<file path="src/rtl/mem_access_unit.sv">
// Memory-stage access unit: passes aligned loads/stores straight to the data
// memory and splits misaligned halfword/word accesses into byte accesses.
// Ports: req_* request in, stall/rsp_*/misaligned out, dm_* data memory port.
module mem_access_unit #(
  parameter int ADDR_W = 6
) (
  input  logic              clk,
  input  logic              rst,
  input  logic              req_valid,
  input  logic              req_read,
  input  logic              req_write,
  input  logic [ADDR_W-1:0] req_addr,
  input  logic [2:0]        req_func3,
  input  logic [31:0]       req_wdata,
  output logic              stall,
  output logic              rsp_valid,
  output logic [31:0]       rsp_rdata,
  output logic              misaligned,
  output logic              dm_MemRead,
  output logic              dm_MemWrite,
  output logic [ADDR_W-1:0] dm_addr,
  output logic [2:0]        dm_func3,
  output logic [31:0]       dm_data_in,
  input  logic [31:0]       dm_data_out
);

  typedef enum logic [1:0] {
    S_IDLE,
    S_SPLIT,
    S_DONE
  } state_t;

  state_t      state_q;
  logic [1:0]  k_q;
  logic [31:0] acc_q;

  logic       is_st;
  logic       is_ld;
  logic       ld_ok;
  logic       st_ok;
  logic       supp;
  logic       mis;
  logic [1:0] last_k;
  logic [4:0] k_bit;

  assign is_st = req_valid & req_write;
  assign is_ld = req_valid & req_read & ~req_write;

  always_comb begin
    ld_ok = 1'b0;
    st_ok = 1'b0;
    case (req_func3)
      3'b000, 3'b001, 3'b010: begin
        ld_ok = 1'b1;
        st_ok = 1'b1;
      end
      3'b100, 3'b101: ld_ok = 1'b1;
      default: ;
    endcase
  end

  assign supp = is_st ? st_ok : (is_ld & ld_ok);

  assign mis = supp &
    (((req_func3[1:0] == 2'b01) & req_addr[0]) |
     ((req_func3[1:0] == 2'b10) & (req_addr[1:0] != 2'b00)));

  // Index of the final byte: 1 for halfwords, 3 for words.
  assign last_k = {req_func3[1], req_func3[1] | req_func3[0]};
  assign k_bit  = {k_q, 3'b000};

  always_comb begin
    stall       = 1'b0;
    rsp_valid   = 1'b0;
    rsp_rdata   = 32'b0;
    misaligned  = 1'b0;
    dm_MemRead  = 1'b0;
    dm_MemWrite = 1'b0;
    dm_addr     = req_addr;
    dm_func3    = req_func3;
    dm_data_in  = req_wdata;
    case (state_q)
      S_IDLE: begin
        if (mis) begin
          stall       = 1'b1;
          dm_MemRead  = is_ld;
          dm_MemWrite = is_st;
          dm_func3    = is_st ? 3'b000 : 3'b100;
          dm_data_in  = {24'b0, req_wdata[7:0]};
        end else begin
          rsp_valid   = req_valid;
          dm_MemRead  = supp & is_ld;
          dm_MemWrite = supp & is_st;
          if (supp & is_ld) rsp_rdata = dm_data_out;
        end
      end
      S_SPLIT: begin
        stall       = 1'b1;
        dm_addr     = req_addr + ADDR_W'(k_q);
        dm_MemRead  = is_ld;
        dm_MemWrite = is_st;
        dm_func3    = is_st ? 3'b000 : 3'b100;
        dm_data_in  = {24'b0, req_wdata[k_bit +: 8]};
      end
      S_DONE: begin
        rsp_valid  = 1'b1;
        misaligned = 1'b1;
        if (is_ld) begin
          case (req_func3)
            3'b001:  rsp_rdata = {{16{acc_q[15]}}, acc_q[15:0]};
            3'b101:  rsp_rdata = {16'b0, acc_q[15:0]};
            3'b010:  rsp_rdata = acc_q;
            default: rsp_rdata = 32'b0;
          endcase
        end
      end
      default: ;
    endcase
    // Reset wins over everything so an aborted split writes no more bytes.
    if (rst) begin
      stall       = 1'b0;
      rsp_valid   = 1'b0;
      misaligned  = 1'b0;
      dm_MemRead  = 1'b0;
      dm_MemWrite = 1'b0;
    end
  end

  always_ff @(posedge clk) begin
    if (rst) begin
      state_q <= S_IDLE;
      k_q     <= 2'd0;
      acc_q   <= 32'b0;
    end else begin
      case (state_q)
        S_IDLE: begin
          if (mis) begin
            if (is_ld) acc_q[7:0] <= dm_data_out[7:0];
            k_q     <= 2'd1;
            state_q <= S_SPLIT;
          end
        end
        S_SPLIT: begin
          if (is_ld) acc_q[k_bit +: 8] <= dm_data_out[7:0];
          if (k_q == last_k) begin
            state_q <= S_DONE;
          end else begin
            k_q <= k_q + 2'd1;
          end
        end
        S_DONE: begin
          state_q <= S_IDLE;
          k_q     <= 2'd0;
        end
        default: state_q <= S_IDLE;
      endcase
    end
  end

endmodule

</file>
<file path="config.mk">
export PLATFORM = sky130hd
export DESIGN_NAME = mem_access_unit
export DESIGN_NICKNAME = d
export VERILOG_FILES = /design/src/rtl/mem_access_unit.sv
export SDC_FILE = /design/constraint.sdc
export NUM_CORES = 1
export LEC_CHECK = 0
export BUFFER_PORTS_ARGS = -buffer_cell sky130_fd_sc_hd__buf_2
export CORE_ASPECT_RATIO = 0.7
export CORE_UTILIZATION = 30
export CTS_CLUSTER_DIAMETER = 40
export DETAILED_ROUTE_END_ITERATION = 10
export SYNTH_ARGS = -nofsm -noshare
export SYNTH_HDL_FRONTEND = slang
export SYNTH_SLANG_ARGS = --single-unit
</file>
<file path="constraint.sdc">
create_clock -name clk -period 3.1 [get_ports clk]
set_input_delay 0.62 -clock clk [delete_from_list [all_inputs] [get_ports clk]]
set_output_delay 0.62 -clock clk [all_outputs]
set_load 0.01 [all_outputs]
</file>
==> flow_metrics.py <==
metrics = {
    "global_route": {
        "antenna_found_initial": 0,
        "grt_pass1_vias": 2849,
        "grt_max_degree": 33,
        "grtUsageTotal_pct": 19.11,
        "grt_pass1_wl_um": 14110,
        "grt-ovfl-total": 0,
    },
    "yosys": {
        "synth_edf_count": 0,
        "synth_top_area_cell": "dfxtp_1",
        "synth_cells": 373,
        "syn_area_um2": 2730,
        "synth-seq-cells": 36,
        "synth_cell_types": 43,
        "synth_area_leaders": "dfxtp_1 (26%), a21oi_1 (9.9%), nand2_1 (7.0%), nor2b_1 (6.6%), mux2i_1 (5.9%)",
        "synth_warnings": 0,
        "synth_nets": 458,
        "synth_ff_type": "dfxtp_1",
        "synth_commonest_cells": "a21oi_1 (54), nand2_1 (51), dfxtp_1 (36), nand3_1 (29), nor2b_1 (29)",
        "async_reset_ff_share_pct": 0,
        "yosysMostFrequentCell": "a21oi_1",
        "synth.avg_cell_area_um2": 7.319,
        "ys_seq_area_share_pct": 26.40,
        "netlist.area_leader.share_pct": 26.40,
    },
    "place": {
        "place_hpwl_um": 7125,
        "place_congestion": 0.7978,
        "io_buffers": 155,
    },
    "setup_path": {
        "r2r_setup_slack_ns": 0.56,
        "slowest_delay_ns": 0.36,
        "crit_top_cell": "buf_2",
        "r2r_cells": 8,
        "slowest_stage": "or2_2",
        "crit_chain": "buf_2 -> nand3b_1 -> or2_2 -> nor4_4 -> buf_4 -> a22o_1 -> buf_2",
        "worstSetupPathType": "in2out",
        "worstPathArrival_ns": 2.17,
        "critPathLaunchType": "primary input",
        "critical_path_buf_inv_count": 3,
        "crit_family": "simple AND/OR/NAND/NOR gates",
        "worst-endpoint-required_ns": 2.48,
        "reg2reg_to": "acc_q[0]",
        "endpoint_kind": "output pin",
        "startpoint": "req_write",
        "worstPathMaxFanout": 32,
        "r2r-start": "k_q[0]",
    },
    "finish": {
        "nets": 602,
        "multi_input_area_um2": 1872,
        "antenna_cells": 0,
        "drive_gt1_share_pct": 34.94,
        "seqCellArea_um2": 720.7,
        "fin_util_pct": 43.45,
        "fill_cells": 943,
        "area_growth_pct": 37.72,
    },
    "worst_hold_path": {
        "holdPathStages": 2,
        "min_to": "acc_q[9]",
        "worstHoldStart": "acc_q[9]",
        "hold_path.class": "reg2reg",
    },
    "cts": {
        "cts_sinks": 36,
        "root_buffer": "clkbuf_16",
        "htree_levels": 2,
        "post_cts_resized": 0,
        "ctsHoldBuffers": 0,
        "clk_pin_slew_ns": 0.06,
        "cts_buffers": 5,
        "clk_latency_ns": 0.27,
        "cts_tree": "done",
        "cts_buffer_depth": 2,
    },
    "timing": {
        "period_minus_slack_ns": 2.791,
        "worst_slew_pin_slew_ns": 0.9180,
        "hold_viol": 0,
        "fmax_mhz": 358.2,
        "rsz0062_at_grt": "false",
        "maxSlewHeadroom_pct": 38.33,
        "post-route-period-util_pct": 90.05,
        "worst_clock_skew_ns": 0.002479,
        "setup-tns-final_ns": 0,
        "setup_violations": 0,
        "drv_slew": 0,
    },
    "routing": {
        "vias": 3249,
        "drt_wl_total_um": 9282,
        "wl_per_cell_um": 14.55,
        "vias_per_cell": 5.092,
        "drc": 0,
        "final_antenna_net_count": 0,
        "drtIter0Drc": 141,
        "drt-pass1-iter-count": 4,
    },
    "outcome": {
        "status": "finished clean",
    },
    "die": {
        "die_y_um": 81.82,
        "die_w_um": 116.0,
        "start_util_pct": 31.55,
        "core_um2": 8653,
        "io_pins": 156,
        "placementRows": 28,
        "design.die.area_um2": 9492,
    },
    "pwr": {
        "fin_total_pwr_w": 0.001219,
        "power_density_nw_per_um2": 324.1,
        "power_leakage_nw": 1.685,
        "ir_drop_mv": 0.1846,
    },
    "job": {
        "maxCapViolCount": 0,
    },
}
==> timing repair <==
item | in CTS | in global routing
setup buffers | 0 | 1
setup endpoints to repair | 0 | 4
hold endpoints to repair | 0 | 0
==> metrics by stage <==
stage	cell area (um2)	std cells	setup WS (ns)	hold WS [ns]
2_1_floorplan	2730	373	0.7124	0.4316
3_3_place_gp	3608	629	0.2325	0.4399
3_5_place_dp	3608	629	0.1121	0.4480
4_1_cts	3752	637	0.1154	0.4556
5_1_grt	3760	638	0.2034	0.4655
6_report	3760	638	0.3086	0.4544
==> cells by family after synthesis <==
family	synth area share, %
AOI/OAI and AO/OA	26.99
adders and majority gates	3.483
DFF	26.40
xor gates and xnor gates	1.604
buffers and inverters	5.362
and+or+nand+nor	29.88
muxes	6.278
==> worst max-delay path by stage <==
stage	cells after the start	endpoint	slack [ns]
2_1_floorplan	5	rsp_rdata[15]	0.71
3_3_place_gp	6	rsp_rdata[27]	0.23
3_5_place_dp	6	rsp_rdata[24]	0.11
4_1_cts	6	rsp_rdata[24]	0.12
5_1_grt	7	rsp_rdata[5]	0.20
6_report	7	rsp_rdata[2]	0.31
==> cell type report <==
| class | instances | area share (%) |
|---|---|---|
| Multi-Input combinational cell | 303 | 49.78 |
| Timing Repair Buffer | 165 | 22.63 |
| Sequential cell | 36 | 19.17 |
| Tap cell | 120 | 3.993 |
| Clock buffer | 5 | 3.328 |
| Inverter | 6 | 0.5990 |
| Clock inverter | 3 | 0.4992 |
==> cell usage in the layout, fill, tap and decap left out, types with 3 or more instances in the layout <==
cell       instances
nand2b_1          10
and2_1             5
a22o_1            16
nor2b_1           29
o2bb2ai_1         16
xor2_1             3
ha_1               6
nand2_1           51
o21ai_0           18
or3_1              9
buf_4             10
mux2i_1           16
nand3_1           29
nor2_1             8
nor3_1             7
clkbuf_16          5
inv_1              6
buf_2            155
dfxtp_1           36
a21oi_1           54
==> worst min-delay path: stages (launching register included) <==
cell and delay [ns]:
dfxtp_1 0.31, nand2_1 0.05, a21oi_1 0.05
==> state kept, by name (all words and copies together) (netlist names) <==
| name | cells |
|---|---|
| acc_q | 32 |
| k_q | 2 |
| state_q | 2 |
==> metal layers <==
layer	global-route usage [%]	vias up	part of all wire (%)
li1	-	1629	-
met1	26.68	1497	47
met2	31.13	119	45
met3	3.542	4	8.3
met4	2.821	0	0.41
met5	0	-	0
==> where the power goes <==
| group | switching [W] | internal, W | total (W) | leakage [nW] |
|---|---|---|---|---|
| logic | 0.000149 | 0.000116 | 0.000265 | 1.32 |
| clock network | 0.000191 | 0.000296 | 0.000486 | 0.0736 |
| registers | 0.00000279 | 0.000465 | 0.000468 | 0.290 |
Power figures use the tool's default switching activity.
